$ cat src/rtl/mii_pkg.sv
// Shared types and constants for the MII test-path frame scheduler.
package mii_pkg;

  localparam int ADDR_W = 42;
  localparam int TYPE_W = 16;
  localparam int INT_W  = 8;

  localparam logic [INT_W-1:0] STOP_TX   = 8'h01;
  localparam logic [INT_W-1:0] STOP_DATA = 8'h02;

  typedef enum logic [2:0] {
    IDLE,
    ARB,
    START,
    BUSY,
    GAP,
    END
  } sched_state_t;

  typedef struct packed {
    logic              fixed_flag;
    logic [INT_W-1:0]  interrupt;
    logic [ADDR_W-1:0] dst_addr;
    logic [ADDR_W-1:0] src_addr;
    logic [TYPE_W-1:0] frame_type;
    logic [TYPE_W-1:0] opcode;
  } frame_cfg_t;

  function automatic int max_int(input int a, input int b);
    return (a > b) ? a : b;
  endfunction

endpackage

$ cat src/rtl/rr_arbiter.sv
// Round-robin pick: first set req at or after ptr, wrapping; one-hot grant.
// Latency: combinational.
// Backpressure: none; the caller decides when to accept the pick.
module rr_arbiter #(
  parameter int N     = 4,
  parameter int IDX_W = $clog2(N)
) (
  input  logic [N-1:0]     req,
  input  logic [IDX_W-1:0] ptr,
  output logic [N-1:0]     grant,
  output logic [IDX_W-1:0] idx,
  output logic             vld
);

  localparam logic [IDX_W:0] N_L = (IDX_W+1)'(N);

  logic [IDX_W:0] pos;

  always_comb begin
    grant = '0;
    idx   = '0;
    vld   = 1'b0;
    pos   = '0;
    for (int i = 0; i < N; i++) begin
      pos = {1'b0, ptr} + (IDX_W+1)'(i);
      if (pos >= N_L) pos = pos - N_L;
      if (!vld && req[pos[IDX_W-1:0]]) begin
        vld = 1'b1;
        idx = pos[IDX_W-1:0];
      end
    end
    grant[idx] = vld;
  end

endmodule

$ cat src/rtl/mac_frame_scheduler.sv
// Shares the MAC frame generator among N_REQ requesters with round-robin bursts.
// Latency: req seen in IDLE at cycle k -> o_start at k+2; frames FRAME+IPG+1 apart.
// Backpressure: none; i_enable low lets the current frame finish then ends the burst. SCHED_STATS_EN adds counters.
module mac_frame_scheduler
  import mii_pkg::*;
#(
  parameter int N_REQ        = 4,
  parameter int FRAME_CYCLES = 10,
  parameter int IPG_CYCLES   = 3,
  parameter int BURST_W      = 8
) (
  input  logic                      clk,
  input  logic                      i_rst_n,
  input  logic                      i_enable,
  input  logic [N_REQ-1:0]          i_req,
  input  logic [N_REQ*BURST_W-1:0]  i_burst_len,
  input  logic [N_REQ-1:0]          i_fixed_flag,
  input  logic [N_REQ*INT_W-1:0]    i_interrupt,
  input  logic [N_REQ*ADDR_W-1:0]   i_dst_addr,
  input  logic [N_REQ*ADDR_W-1:0]   i_src_addr,
  input  logic [N_REQ*TYPE_W-1:0]   i_type,
  input  logic [N_REQ*TYPE_W-1:0]   i_opcode,
  output logic [N_REQ-1:0]          o_grant,
  output logic [N_REQ-1:0]          o_done,
  output logic                      o_busy,
  output logic                      o_start,
  output logic                      o_fixed_flag,
  output logic [INT_W-1:0]          o_interrupt,
  output logic [ADDR_W-1:0]         o_dst_addr,
  output logic [ADDR_W-1:0]         o_src_addr,
  output logic [TYPE_W-1:0]         o_type,
  output logic [TYPE_W-1:0]         o_opcode
`ifdef SCHED_STATS_EN
  ,
  output logic [31:0]               o_frame_cnt,
  output logic [31:0]               o_burst_cnt
`endif
);

  localparam int IDX_W   = $clog2(N_REQ);
  localparam int CNT_MAX = max_int(FRAME_CYCLES, IPG_CYCLES);
  localparam int CNT_W   = $clog2(CNT_MAX + 1);

  // START counts as the first busy cycle, so BUSY itself runs FRAME_CYCLES-1 cycles.
  localparam logic [CNT_W-1:0] BUSY_LD = CNT_W'(FRAME_CYCLES - 1);
  localparam logic [CNT_W-1:0] GAP_LD  = CNT_W'((IPG_CYCLES > 0) ? IPG_CYCLES - 1 : 0);

  sched_state_t state, state_nxt;

  logic [IDX_W-1:0]   rr_ptr;
  logic [IDX_W-1:0]   win_idx;
  logic [IDX_W-1:0]   arb_idx;
  logic [N_REQ-1:0]   arb_gnt;
  logic               arb_vld;
  logic [CNT_W-1:0]   cyc_cnt;
  logic [BURST_W-1:0] burst_cnt;
  logic [BURST_W-1:0] burst_sel;
  frame_cfg_t         cfg_sel;
  frame_cfg_t         cfg_q;
  logic [N_REQ-1:0]   grant_q;
  logic [N_REQ-1:0]   done_q;
  logic               arb_take;
  logic               burst_fin;
  logic               busy_last;

  rr_arbiter #(
    .N     (N_REQ),
    .IDX_W (IDX_W)
  ) u_arb (
    .req   (i_req),
    .ptr   (rr_ptr),
    .grant (arb_gnt),
    .idx   (arb_idx),
    .vld   (arb_vld)
  );

  always_comb begin
    cfg_sel   = '0;
    burst_sel = '0;
    for (int i = 0; i < N_REQ; i++) begin
      if (arb_gnt[i]) begin
        cfg_sel.fixed_flag = i_fixed_flag[i];
        cfg_sel.interrupt  = i_interrupt[i*INT_W +: INT_W];
        cfg_sel.dst_addr   = i_dst_addr[i*ADDR_W +: ADDR_W];
        cfg_sel.src_addr   = i_src_addr[i*ADDR_W +: ADDR_W];
        cfg_sel.frame_type = i_type[i*TYPE_W +: TYPE_W];
        cfg_sel.opcode     = i_opcode[i*TYPE_W +: TYPE_W];
        burst_sel          = i_burst_len[i*BURST_W +: BURST_W];
      end
    end
  end

  assign busy_last = (cyc_cnt <= CNT_W'(1));

  always_comb begin
    state_nxt = state;
    arb_take  = 1'b0;
    burst_fin = 1'b0;
    case (state)
      IDLE:  if (i_enable && |i_req) state_nxt = ARB;
      ARB: begin
        if (arb_vld) begin
          arb_take  = 1'b1;
          state_nxt = START;
        end else begin
          state_nxt = IDLE;
        end
      end
      START: state_nxt = BUSY;
      BUSY:  if (busy_last) state_nxt = (IPG_CYCLES > 0) ? GAP : END;
      GAP:   if (cyc_cnt == '0) state_nxt = END;
      END: begin
        if ((burst_cnt > BURST_W'(1)) && i_enable) begin
          state_nxt = START;
        end else begin
          burst_fin = 1'b1;
          state_nxt = IDLE;
        end
      end
      default: state_nxt = IDLE;
    endcase
  end

  always_ff @(posedge clk or negedge i_rst_n) begin
    if (!i_rst_n) state <= IDLE;
    else          state <= state_nxt;
  end

  always_ff @(posedge clk or negedge i_rst_n) begin
    if (!i_rst_n) begin
      rr_ptr    <= '0;
      win_idx   <= '0;
      cyc_cnt   <= '0;
      burst_cnt <= '0;
      cfg_q     <= '0;
      grant_q   <= '0;
      done_q    <= '0;
    end else begin
      done_q <= '0;
      if (arb_take) begin
        grant_q   <= arb_gnt;
        win_idx   <= arb_idx;
        cfg_q     <= cfg_sel;
        // A zero length still means one frame.
        burst_cnt <= (burst_sel == '0) ? BURST_W'(1) : burst_sel;
      end
      case (state)
        START: cyc_cnt <= BUSY_LD;
        BUSY:  cyc_cnt <= busy_last ? GAP_LD : cyc_cnt - 1'b1;
        GAP:   if (cyc_cnt != '0) cyc_cnt <= cyc_cnt - 1'b1;
        END: begin
          if (burst_fin) begin
            done_q  <= grant_q;
            grant_q <= '0;
            rr_ptr  <= (win_idx == IDX_W'(N_REQ - 1)) ? '0 : win_idx + 1'b1;
          end else begin
            burst_cnt <= burst_cnt - 1'b1;
          end
        end
        default: ;
      endcase
    end
  end

`ifdef SCHED_STATS_EN
  logic [31:0] frame_cnt_q;
  logic [31:0] burst_cnt_q;

  always_ff @(posedge clk or negedge i_rst_n) begin
    if (!i_rst_n) begin
      frame_cnt_q <= '0;
      burst_cnt_q <= '0;
    end else begin
      if (state == START) frame_cnt_q <= frame_cnt_q + 1'b1;
      if (burst_fin)      burst_cnt_q <= burst_cnt_q + 1'b1;
    end
  end

  assign o_frame_cnt = frame_cnt_q;
  assign o_burst_cnt = burst_cnt_q;
`endif

  // o_start decodes the state register so an async reset removes it at once.
  assign o_start      = (state == START);
  assign o_busy       = (state != IDLE);
  assign o_grant      = grant_q;
  assign o_done       = done_q;
  assign o_fixed_flag = cfg_q.fixed_flag;
  assign o_interrupt  = cfg_q.interrupt;
  assign o_dst_addr   = cfg_q.dst_addr;
  assign o_src_addr   = cfg_q.src_addr;
  assign o_type       = cfg_q.frame_type;
  assign o_opcode     = cfg_q.opcode;

endmodule

$ cat config.mk
export PLATFORM = sky130hd
export DESIGN_NAME = mac_frame_scheduler
export DESIGN_NICKNAME = d
export VERILOG_FILES = /design/src/rtl/mii_pkg.sv /design/src/rtl/rr_arbiter.sv /design/src/rtl/mac_frame_scheduler.sv
export SDC_FILE = /design/constraint.sdc
export NUM_CORES = 1
export LEC_CHECK = 0
export BUFFER_PORTS_ARGS = -buffer_cell sky130_fd_sc_hd__buf_2
export CAP_MARGIN = 10
export CORE_AREA = 4 4 259 261
export DETAILED_ROUTE_END_ITERATION = 10
export DIE_AREA = 0 0 263 265
export GPL_ROUTABILITY_DRIVEN = 0
export PLACE_DENSITY_LB_ADDON = 0.12
export RECOVER_POWER = 25
export SLEW_MARGIN = 20
export SYNTH_ARGS = -nofsm -noshare
export SYNTH_HDL_FRONTEND = slang
export SYNTH_SLANG_ARGS = --single-unit
$ cat constraint.sdc
create_clock -name clk -period 2.9 [get_ports clk]
set_input_delay 0.145 -clock clk [delete_from_list [all_inputs] [get_ports clk]]
set_output_delay 0.145 -clock clk [all_outputs]
set_load 0.005 [all_outputs]
==> metrics.yaml <==
detailed_routing:
  drt_wl_total_um: 51300
  drtPass1Iterations: 5
  wl_met3_um: 3410
  wire_per_inst_um: 18.2
  vias: 12000
  dr_wl_met2_um: 26100
  drt_iter0_markers: 529
  viasPerCell: 4.24
  drc_errors: 0
  wl_met1_um: 20100
  topRoutingLayerUsed: "met5"
  antenna_left: 0
placement:
  hpwlAfterDp_um: 40600
  dp_cells: 2664
  io_buffers: 673
  pre_cts_ws_ns: 0.470
floorplanning:
  die_w_um: 263
  start_util_pct: 14.5
  core_um2: 64500
  rows: 93
  die_y_um: 265
  die_area_um2: 69700
  io_pins: 674
pwr:
  p_leak_nw: 7.55
  power_switching_mw: 5.48
  p_int_mw: 7.33
  seqPwrFrac_pct: 28.8
  combPwrFrac_pct: 52.2
  switching_share_pct: 42.8
  vdd_drop_max_v: 0.000375
  finalPower_mw: 12.8
  cellPowerDensity_nw_per_um2: 817
  clkPwrFrac_pct: 19.0
timing:
  worst_pin_slew_ns: 1.28
  setup_violations: 0
  max_freq_ghz: 0.402
  maxSlewHeadroom_pct: 14.4
  drv_slew: 0
  post-route-min-period_ns: 2.48
  fin_ws_ns: 0.415
  rsz0062_at_grt: "no"
  finalClockSkew_ns: 0.0137
  finalSetupTns_ns: 0
  hold_viol_final: 0
  finalCritPeriodShare_pct: 85.7
run:
  maxCapViolCount: 0
worst_setup_path:
  path_delay_family: "compound AO/OA/AOI/OAI gates"
  rr_worst_depth: 9
  critPathRequiredTime_ns: 3.29
  endpoint_kind: "register"
  critical_path_class: "register to register"
  path_buf_inv: 2
  crit_chain: "mux2_2 -> a22oi_1 -> o21ai_4 -> nand2_4 -> buf_12 -> buf_4 -> a2bb2oi_1 -> a21oi_1 -> o21ai_0"
  arrival_ns: 2.88
  cp_slowest_cell: "dfrtp_1"
  crit_fanout: 48
  max_stage_delay_ns: 0.47
  crit_path_start_kind: "register"
  crit_cells: 9
clock_network:
  cts_tree: "done"
  clkTransAtPathRegs_ns: 0.07
  clock_path_buffers: 2
  cts_setup_buffers: 0
  cts-buffers-inserted: 17
  insertion_delay_ns: 0.47
  cts.sinks: 152
  root_buffer: "clkbuf_16"
  htree_levels: 4
  cts_resized: 0
logic_synthesis:
  syn_inst: 1205
  synth-async-reset-ratio_pct: 100
  synth-seq-cells: 152
  avgSynthCellArea_um2: 7.73
  synthesis.nets: 1750
  synth_ff_type: "dfrtp_1"
  yosysWarnings: 0
  synth_cell_types: 48
  seq_area_frac_synth_pct: 40.8
  syn_area_um2: 9320
  synth_edf_count: 0
cells_and_area:
  nNetsFinal: 2494
  syn_to_final_growth_pct: 68.4
  utilization_pct: 24.3
  drive_gt1_share_pct: 38.5
  final_cells: 2822
  fillCellCount: 7178
grt:
  grt_max_degree: 100
  grt_pass1_wl_um: 76200
  antenna_found_initial: 8
  grt_pass1_vias: 12700
  grt_overflow: 0
  track_usage_pct: 14.0
status:
  status: "finished clean"
hold_path:
  hold_class: "input pin to register"
  hold_path_depth: 3
## through the flow
step	area (um^2)	hold WS, ns
floorplan	9320	-0.151
global placement	13900	0.113
detailed placement	13900	0.113
CTS	15700	0.00138
global route	15700	0.00206
finish	15700	0.0305
## sequential cells by signal (all words and copies together) (netlist names)
register	cells
o_src_addr	42
o_type	16
o_done	4
o_grant	4
o_fixed_flag	1
state	3
rr_ptr	2
o_dst_addr	42
o_interrupt	8
cyc_cnt	4
burst_cnt	8
o_opcode	16
win_idx	2
## cell usage after synthesis (3+ instances only)
| cell | number | area share (%) |
|---|---|---|
| a2111oi_0 | 3 | 0.28 |
| and2_1 | 5 | 0.34 |
| inv_1 | 9 | 0.36 |
| o211ai_1 | 4 | 0.32 |
| dfrtp_1 | 152 | 41 |
| clkbuf_1 | 93 | 3.7 |
| ha_1 | 6 | 0.81 |
| buf_1 | 6 | 0.24 |
| nand2_1 | 271 | 11 |
| a31oi_1 | 3 | 0.20 |
| nand3_1 | 7 | 0.38 |
| a21oi_1 | 150 | 8.1 |
| o21ai_0 | 270 | 15 |
| a22oi_1 | 3 | 0.24 |
| nor3_1 | 6 | 0.32 |
| o21a_1 | 3 | 0.24 |
| buf_2 | 7 | 0.38 |
| a2bb2oi_1 | 126 | 12 |
| a22o_1 | 7 | 0.66 |
| mux2_2 | 4 | 0.48 |
| nor2_1 | 26 | 1.0 |
| nor2b_1 | 9 | 0.60 |
## cell usage in the layout (no fill, tap or decap), types with 3 or more instances in the layout
cell,instances
a2111oi_0,3
a21oi_1,150
a22o_1,7
a22oi_1,3
a2bb2oi_1,126
a31oi_1,3
and2_1,5
buf_12,14
buf_2,672
buf_4,22
bufinv_16,3
clkbuf_16,17
clkinv_4,3
clkinvlp_4,3
dfrtp_1,152
diode_2,5
dlygate4sd3_1,121
ha_1,6
inv_1,9
inv_6,3
mux2_2,4
nand2_1,270
nand3_1,6
nor2_1,26
nor2b_1,9
nor3_1,6
o211ai_1,4
o21a_1,3
o21ai_0,270
## worst min-delay path: cells and delay by family
kind            cells  cell delay [ns]
buf+inv             1             0.08
compound gates      2             0.23
## what timing repair did
action                                  in CTS  in global routing
endpoints found under the hold margin      162                  0
endpoints found under the setup margin       0                  0
hold buffers                               121                  0
## metal layers
layer	track usage, %	vias up
li1	-	5824
met1	15.6	5603
met2	24.9	449
met3	4.42	79
met4	5.64	6
met5	0	-
## power by group through the flow
stage,logic (mW),registers [mW],clock network [mW]
global placement,6.74,3.72,0
global route,7.55,3.82,2.63
finish,6.69,3.69,2.43
detailed placement,6.72,3.73,0
CTS,6.85,3.71,2.55
floorplan,3.53,3.72,0
## path summary, 6_finish.rpt
path,startpoint,slack (ns),to
max,rr_ptr[1]$_DFFE_PN0P_,0.42,o_dst_addr[5]$_DFFE_PN0P_
min reg2reg,o_src_addr[25]$_DFFE_PN0P_,0.47,o_src_addr[25]$_DFFE_PN0P_
min in group asynchronous,i_rst_n,0.46,o_src_addr[20]$_DFFE_PN0P_
max reg2reg,rr_ptr[1]$_DFFE_PN0P_,0.42,o_dst_addr[5]$_DFFE_PN0P_
max in group asynchronous,i_rst_n,0.90,o_type[4]$_DFFE_PN0P_
min,i_src_addr[129],0.03,o_src_addr[3]$_DFFE_PN0P_
## logic make-up (layout without fill, tap and decap cells)
group                      Yosys count  in the layout  share of synthesized area (%)
AOI/OAI and AO/OA                  588            588                           38.3
and+or+nand+nor                    337            337                           14.6
DFF                                152            152                           40.8
buffers and inverters              116            873                           4.81
adders and majority gates            6              6                          0.806
muxes                                4              4                          0.484
xor gates and xnor gates             2              2                          0.188
other                                0              5                              0
## area by class of cell
class / instances / area, um^2 / area share, %
repair buffers: 832 / 5030 / 32.1
clock buffers: 20 / 457 / 2.91
diodes: 5 / 12.5 / 0.0798
clock inverters: 12 / 165 / 1.05
inverters: 9 / 33.8 / 0.215
well taps: 855 / 1070 / 6.82
flip-flops and latches: 152 / 3800 / 24.2
multi-input cells: 937 / 5110 / 32.6
Power figures use the tool's default switching activity.
